### src/rtl/alu_sequencer.sv
// Multi-cycle command sequencer: 4x8 register file feeding an external combinational ALU, with iterated shifts.
// Accept-to-done: 1 cycle for LDI or illegal ops, 2 for single-pass ops, k+1 for k-pass shifts; cmd_ready high only in IDLE.
`timescale 1ns/1ps
module alu_sequencer (
  input  logic       clk,
  input  logic       rst,
  input  logic       cmd_valid,
  output logic       cmd_ready,
  input  logic [3:0] cmd_op,
  input  logic [1:0] cmd_rd,
  input  logic [1:0] cmd_ra,
  input  logic [1:0] cmd_rb,
  input  logic [2:0] cmd_cnt,
  input  logic [7:0] cmd_imm,
  output logic [7:0] alu_a,
  output logic [7:0] alu_b,
  output logic [3:0] alu_c,
  output logic [1:0] alu_d,
  output logic       alu_e,
  input  logic [7:0] alu_out,
  input  logic [8:0] alu_flags,
  output logic       done,
  output logic       err,
  output logic [7:0] rsp_data,
  output logic [2:0] flags,
  input  logic [1:0] dbg_addr,
  output logic [7:0] dbg_data
);

  typedef enum logic [1:0] {IDLE, EXEC, WB} state_t;

  localparam logic [3:0] OP_LDI = 4'd0;
  localparam logic [3:0] OP_DEC = 4'd1;
  localparam logic [3:0] OP_ADD = 4'd2;
  localparam logic [3:0] OP_SUB = 4'd3;
  localparam logic [3:0] OP_AND = 4'd4;
  localparam logic [3:0] OP_OR  = 4'd5;
  localparam logic [3:0] OP_MOV = 4'd6;
  localparam logic [3:0] OP_INC = 4'd7;
  localparam logic [3:0] OP_SHL = 4'd8;
  localparam logic [3:0] OP_SHR = 4'd9;

  state_t     state;
  logic [3:0] op_q;
  logic [1:0] rd_q;
  logic [7:0] imm_q;
  logic [2:0] cnt_q;
  logic [7:0] tmp;
  logic       c_q;
  logic [7:0] rf [4];

  logic [3:0] flag_idx;
  logic       carry_sel;
  logic       op_is_shift;

  function automatic logic is_alu_op(input logic [3:0] op);
    return (op >= OP_DEC) && (op <= OP_SHR);
  endfunction

  // The ALU reports a flag per operation; only arithmetic ops carry theirs into C.
  always_comb begin
    flag_idx = 4'd8;
    case (op_q)
      OP_ADD:  flag_idx = 4'd0;
      OP_SUB:  flag_idx = 4'd1;
      OP_AND:  flag_idx = 4'd2;
      OP_OR:   flag_idx = 4'd3;
      OP_DEC:  flag_idx = 4'd4;
      OP_INC:  flag_idx = 4'd5;
      OP_MOV:  flag_idx = 4'd6;
      OP_SHL:  flag_idx = 4'd7;
      default: flag_idx = 4'd8;
    endcase
    carry_sel = 1'b0;
    if (op_q == OP_ADD || op_q == OP_SUB || op_q == OP_DEC || op_q == OP_INC)
      carry_sel = alu_flags[flag_idx];
  end

  assign op_is_shift = (op_q == OP_SHL) || (op_q == OP_SHR);
  assign cmd_ready   = (state == IDLE);
  assign alu_d       = 2'b10;
  assign alu_e       = 1'b0;
  assign dbg_data    = rf[dbg_addr];

  always_ff @(posedge clk or posedge rst) begin
    if (rst) begin
      state    <= IDLE;
      op_q     <= 4'h0;
      rd_q     <= 2'd0;
      imm_q    <= 8'h00;
      cnt_q    <= 3'd0;
      tmp      <= 8'h00;
      c_q      <= 1'b0;
      alu_a    <= 8'h00;
      alu_b    <= 8'h00;
      alu_c    <= 4'h0;
      done     <= 1'b0;
      err      <= 1'b0;
      rsp_data <= 8'h00;
      flags    <= 3'b000;
      for (int i = 0; i < 4; i++) rf[i] <= 8'h00;
    end else begin
      case (state)
        IDLE: begin
          if (cmd_valid) begin
            op_q  <= cmd_op;
            rd_q  <= cmd_rd;
            imm_q <= cmd_imm;
            cnt_q <= cmd_cnt;
            // Sources are read here, so a destination aliasing a source is harmless.
            if (is_alu_op(cmd_op)) begin
              alu_a <= rf[cmd_ra];
              alu_b <= rf[cmd_rb];
              alu_c <= cmd_op;
              state <= EXEC;
            end else begin
              done  <= 1'b1;
              err   <= (cmd_op != OP_LDI);
              state <= WB;
            end
          end
        end
        EXEC: begin
          tmp <= alu_out;
          c_q <= carry_sel;
          if (op_is_shift && cnt_q != 3'd0) begin
            alu_a <= alu_out;
            cnt_q <= cnt_q - 3'd1;
          end else begin
            done  <= 1'b1;
            err   <= 1'b0;
            state <= WB;
          end
        end
        WB: begin
          done  <= 1'b0;
          err   <= 1'b0;
          state <= IDLE;
          if (op_q == OP_LDI) begin
            rf[rd_q] <= imm_q;
            rsp_data <= imm_q;
            flags    <= {1'b0, imm_q[7], (imm_q == 8'h00)};
          end else if (is_alu_op(op_q)) begin
            rf[rd_q] <= tmp;
            rsp_data <= tmp;
            flags    <= {c_q, tmp[7], (tmp == 8'h00)};
          end
        end
        default: begin
          done  <= 1'b0;
          err   <= 1'b0;
          state <= IDLE;
        end
      endcase
    end
  end

endmodule

### config.mk
export PLATFORM = sky130hd
export DESIGN_NAME = alu_sequencer
export DESIGN_NICKNAME = d
export VERILOG_FILES = /design/src/rtl/alu_sequencer.sv
export SDC_FILE = /design/constraint.sdc
export NUM_CORES = 1
export LEC_CHECK = 0
export CAP_MARGIN = 40
export CORE_ASPECT_RATIO = 1.2
export CORE_MARGIN = 5
export CORE_UTILIZATION = 52
export CTS_CLUSTER_SIZE = 30
export DETAILED_ROUTE_END_ITERATION = 10
export GPL_TIMING_DRIVEN = 0
export PLACE_DENSITY_LB_ADDON = 0.05
export SLEW_MARGIN = 20
export SYNTH_ARGS = -nofsm -noshare
export SYNTH_HDL_FRONTEND = slang
export SYNTH_SLANG_ARGS = --single-unit
### constraint.sdc
create_clock -name clk -period 4.3 [get_ports clk]
set_input_delay 0.86 -clock clk [delete_from_list [all_inputs] [get_ports clk]]
set_output_delay 0.86 -clock clk [all_outputs]
set_load 0.05 [all_outputs]
-- Yosys cells after proc, flatten, opt, wreduce, memory -nomap -nowiden
Memory sizes are Yosys's and may differ from the RTL's.
Cells that the tools add are included.
- add/subtract/negate cells: 1
- $lt $le $gt $ge: 10
- eq/ne operators: 13
- muxes and demuxes: 41
- bitwise logic cells: 4
- reductions and logical operators: 23
- operators with widths (cell ; number):
    $mux 8 ; 12
    $bwmux 32 ; 2
    $mux 32 ; 2
    $bmux 8 s2 ; 3
    $demux 8 s2 ; 1
    $logic_not 8->1 ; 2
    $pmux 8 s2 ; 1
    $ge 3x3->1 const B ; 4
    $mux 3 ; 4
    $not 2->3 ; 4
    $reduce_and 3->1 ; 3
    $eq 4x2->1 const B ; 2
    $eq 4x4->1 const B ; 2
    $ge 4x1->1 const B ; 2
    $le 4x4->1 const B ; 2
    $mux 1 ; 8
    $ne 2x2->1 const B ; 4
    $mux 2 ; 3
    $pmux 3 s2 ; 1
    $reduce_and 2->1 ; 3
    $lt 4x5->1 const B ; 1
    $bmux 1 s4 ; 1
    $eq 4x1->1 const B ; 1
    $eq 4x3->1 const B ; 1
    15 further kinds ; 23
- register bits: 93
- ROM bits: 64
- bits of input ports: 43
- output and inout bits: 45
- word-level logic and storage cells: 111
- memories kept: 1
- memories (name ; words ; width ; rd ports ; clocked after memory_dff ; write ports ; RTL line ; RTL):
    (name not given) ; 16 ; 4 ; 1 ; 0 ; 0 ; 63 ; case (op_q)

-- Depth between registers and ports, before layout
- depth after elaboration: 8
- gate-level depth with buffers: 7

-- Least setup slack after synthesis
No wires, ideal clock.
- path type: input -> output
- start: in dbg_addr[0]
- end: out dbg_data[0]
- arrival time: 1777 ps
- path slack: 1663 ps
- cell stages on the path: 2
- path through: buf_2 > mux4_2
- longest elaborated chain between the ends: 4
- ends and longest elaborated chain (element ; RTL line ; RTL):
    start: declaration ; 26 ; input logic [1:0] dbg_addr,
    $not 2->3 (implied by the code) ; 83 ; assign dbg_data = rf[dbg_addr];
    $bmux 8 s2 ; 83 ;
    $mux 8 (implied by the code) (2 in series) ; 83 ;
    end: declaration ; 27 ; output logic [7:0] dbg_data
Every way passes these cells. The select of a mux whose other input is x is not followed.

-- Worst setup path in the final report
- start: in dbg_addr[0]
- end: out dbg_data[2]
Same word-level chain as after synthesis.

==> impl_metrics.py <==
metrics = {
    "placed_design": {
        "dp_hpwl_mm": 8.122,
        "portBuffers": 77,
        "routabilityCongestion": 0.8147,
        "dp.cells": 587,
    },
    "sta": {
        "tns_ps": 0,
        "relSlewSlack": 0.5144,
        "worst_pin_slew_ps": 728.3,
        "fin_worst_skew_ps": 9.896,
        "slew_viol_final": 0,
        "fin_crit_ps": 3290,
        "period_share": 0.7652,
        "max_freq_ghz": 0.3039,
        "grt_setup_unrepaired": "no",
        "finalSetupViolations": 0,
        "timing_hold_violations_final": 0,
    },
    "worst_setup_path": {
        "crit_fanout": 8,
        "startpoint": "dbg_addr[0]",
        "critPathCaptureType": "output port",
        "crit_path_end": "dbg_data[2]",
        "reg2reg_to": "rf[16]$_DFFE_PP0P_",
        "cp.arrival_ps": 2430,
        "rr_worst_depth": 5,
        "startpoint_type": "input port",
        "crit_type": "input port to output port",
        "cp.required_ps": 3440,
        "reg2reg_from": "op_q[1]$_DFFE_PP0P_",
        "r2r_slack_ps": 2180,
    },
    "clock_network": {
        "cts_setup_buffers": 0,
        "cts.sinks": 92,
        "cts_buffer_depth": 2,
        "insertion_delay_ps": 360,
        "htree_levels": 3,
        "cts_tree": "built",
        "ctsHoldBuffers": 0,
        "ctsRootBufferMaster": "clkbuf_8",
        "cts_resized": 0,
        "numCtsBuffers": 9,
        "path_clk_slew_ps": 80,
    },
    "cells_and_area": {
        "final-seq-area_um2": 2302,
        "fin_cells": 602,
        "drive_above_1_share": 0.1979,
        "num-nets-final": 526,
        "area_delta_synth_final_pct": 24.47,
        "multiInputGateArea_um2": 2105,
        "diodes": 0,
        "most-common-layout-cells": "dfrtp_1, nand2_1, clkdlybuf4s50_1",
        "final_util": 0.6616,
        "fillers": 708,
        "layout_commonest_cell": "dfrtp_1",
    },
    "die": {
        "coreArea_um2": 8611,
        "die_y_um": 112.8,
        "io_pins": 88,
        "die_w_um": 95.65,
        "rows": 37,
        "start_util": 0.5315,
        "die_area_um2": 10790,
    },
    "global_routing": {
        "grt_max_degree": 49,
        "grt_use_total": 0.2189,
        "grt_pass1_vias": 3427,
        "grt_overflow": 0,
        "grt_pass1_wl_mm": 17.87,
        "antenna_found_initial": 0,
    },
    "pwr": {
        "leakagePower_uw": 0.002478,
        "powerDensity_nw_per_um2": 753.6,
        "max-vdd-ir-drop_mv": 0.5299,
    },
    "job": {
        "maxCapViolCount": 0,
    },
    "logic_synthesis": {
        "netlist_area_um2": 4577,
        "ys_types": 48,
        "async_reset_ff_frac": 1.000,
        "synth_edf_count": 0,
        "ys.flop_type": "dfrtp_1",
        "synth.avg_cell_area_um2": 11.71,
        "netlist_instances": 391,
        "ys_ff_latch": 92,
        "yosysSeqAreaShare": 0.5030,
        "yosys_warnings": 0,
    },
    "routing": {
        "drt_iter0_markers": 198,
        "wl_mm": 11.06,
        "drt-pass1-iter-count": 4,
        "viasPerCell": 5.591,
        "drc_errors": 0,
        "wl_per_cell_um": 18.37,
        "vias": 3366,
        "ant_nets": 0,
    },
    "hold_path": {
        "hold_path_class": "register to register",
    },
    "run_status": {
        "status": "completed",
    },
}
flip-flops by register name, indices dropped and copies added (netlist names):
register	count
alu_a	8
rf	32
cnt_q	3
imm_q	8
tmp	8
rsp_data	7
done	1
alu_c	4
err	1
alu_b	8
op_q	4
rd_q	2
c_q	1
flags	3
state	2
cell families after synthesis:
kind of cell / share of synthesized area
fa+ha+maj: 0.005467
other cells: 0.001641
simple gates: 0.1309
buf+inv: 0.03800
mux: 0.2288
compound gates: 0.09213
flops: 0.5030
report_power, final:
| part | switching [uW] | internal (uW) | leakage (uW) |
|---|---|---|---|
| logic | 1300 | 913 | 0.00125 |
| registers | 300 | 1250 | 0.00114 |
| clock network | 290 | 238 | 0.0000893 |
layout make-up:
type                       count  area share
buffer                        29     0.02592
clock buffer                  13     0.02789
clock inverter                 2    0.001757
inverter                       7    0.005052
multi-input combinational    264      0.3694
sequential                    92      0.4041
tap                          117     0.02570
timing repair buffer          78      0.1401
per-layer routing:
layer,vias to the layer above,share of wire,GRT usage
li1,1566,-,-
met1,1691,0.42,0.2932
met2,95,0.50,0.3609
met3,14,0.056,0.03657
met4,0,0.018,0.07306
met5,-,0,0
cell usage after synthesis (3+ instances only):
cell	count	area share
mux2_2	17	0.042
inv_1	7	0.0057
buf_4	5	0.0082
mux2_4	15	0.049
mux4_2	24	0.12
mux2i_1	9	0.020
nand2_1	78	0.064
nor2_1	17	0.014
a21oi_1	15	0.016
dfrtp_1	92	0.50
clkbuf_1	11	0.0090
buf_2	9	0.0098
nand4b_1	3	0.0057
o21ai_0	39	0.043
nand2b_1	5	0.0068
critical path, stage by stage:
cell and delay, ps:
buf_2 280, mux4_2 560, clkdlybuf4s50_1 720
worst min path at each step:
| stage | slack, ps | depth (start not counted) | endpoint | start |
|---|---|---|---|---|
| 3_5_place_dp | 470 | 2 | rsp_data[1]$_DFFE_PP0P_ | rsp_data[1]$_DFFE_PP0P_ |
| 6_report | 490 | 2 | alu_c[3]$_DFFE_PP0P_ | alu_c[3]$_DFFE_PP0P_ |
| 2_1_floorplan | 440 | 2 | c_q$_DFFE_PP0P_ | c_q$_DFFE_PP0P_ |
| 4_1_cts | 490 | 2 | alu_c[3]$_DFFE_PP0P_ | alu_c[3]$_DFFE_PP0P_ |
| 5_1_grt | 530 | 2 | rsp_data[3]$_DFFE_PP0P_ | rsp_data[3]$_DFFE_PP0P_ |
| 3_3_place_gp | 470 | 2 | alu_c[3]$_DFFE_PP0P_ | alu_c[3]$_DFFE_PP0P_ |
stage by stage:
stage	setup slack, ps	power, uW	hold slack (ps)	cell area [um^2]
after global placement	-328.9	3736	466.9	5498
after floorplan	1048	3080	444.3	4581
after CTS	1003	4316	492.0	5697
after global routing	953.1	4553	528.7	5697
final	1010	4293	490.4	5697
after detailed placement	1003	3789	473.8	5528
Power figures use the tool's default switching activity.
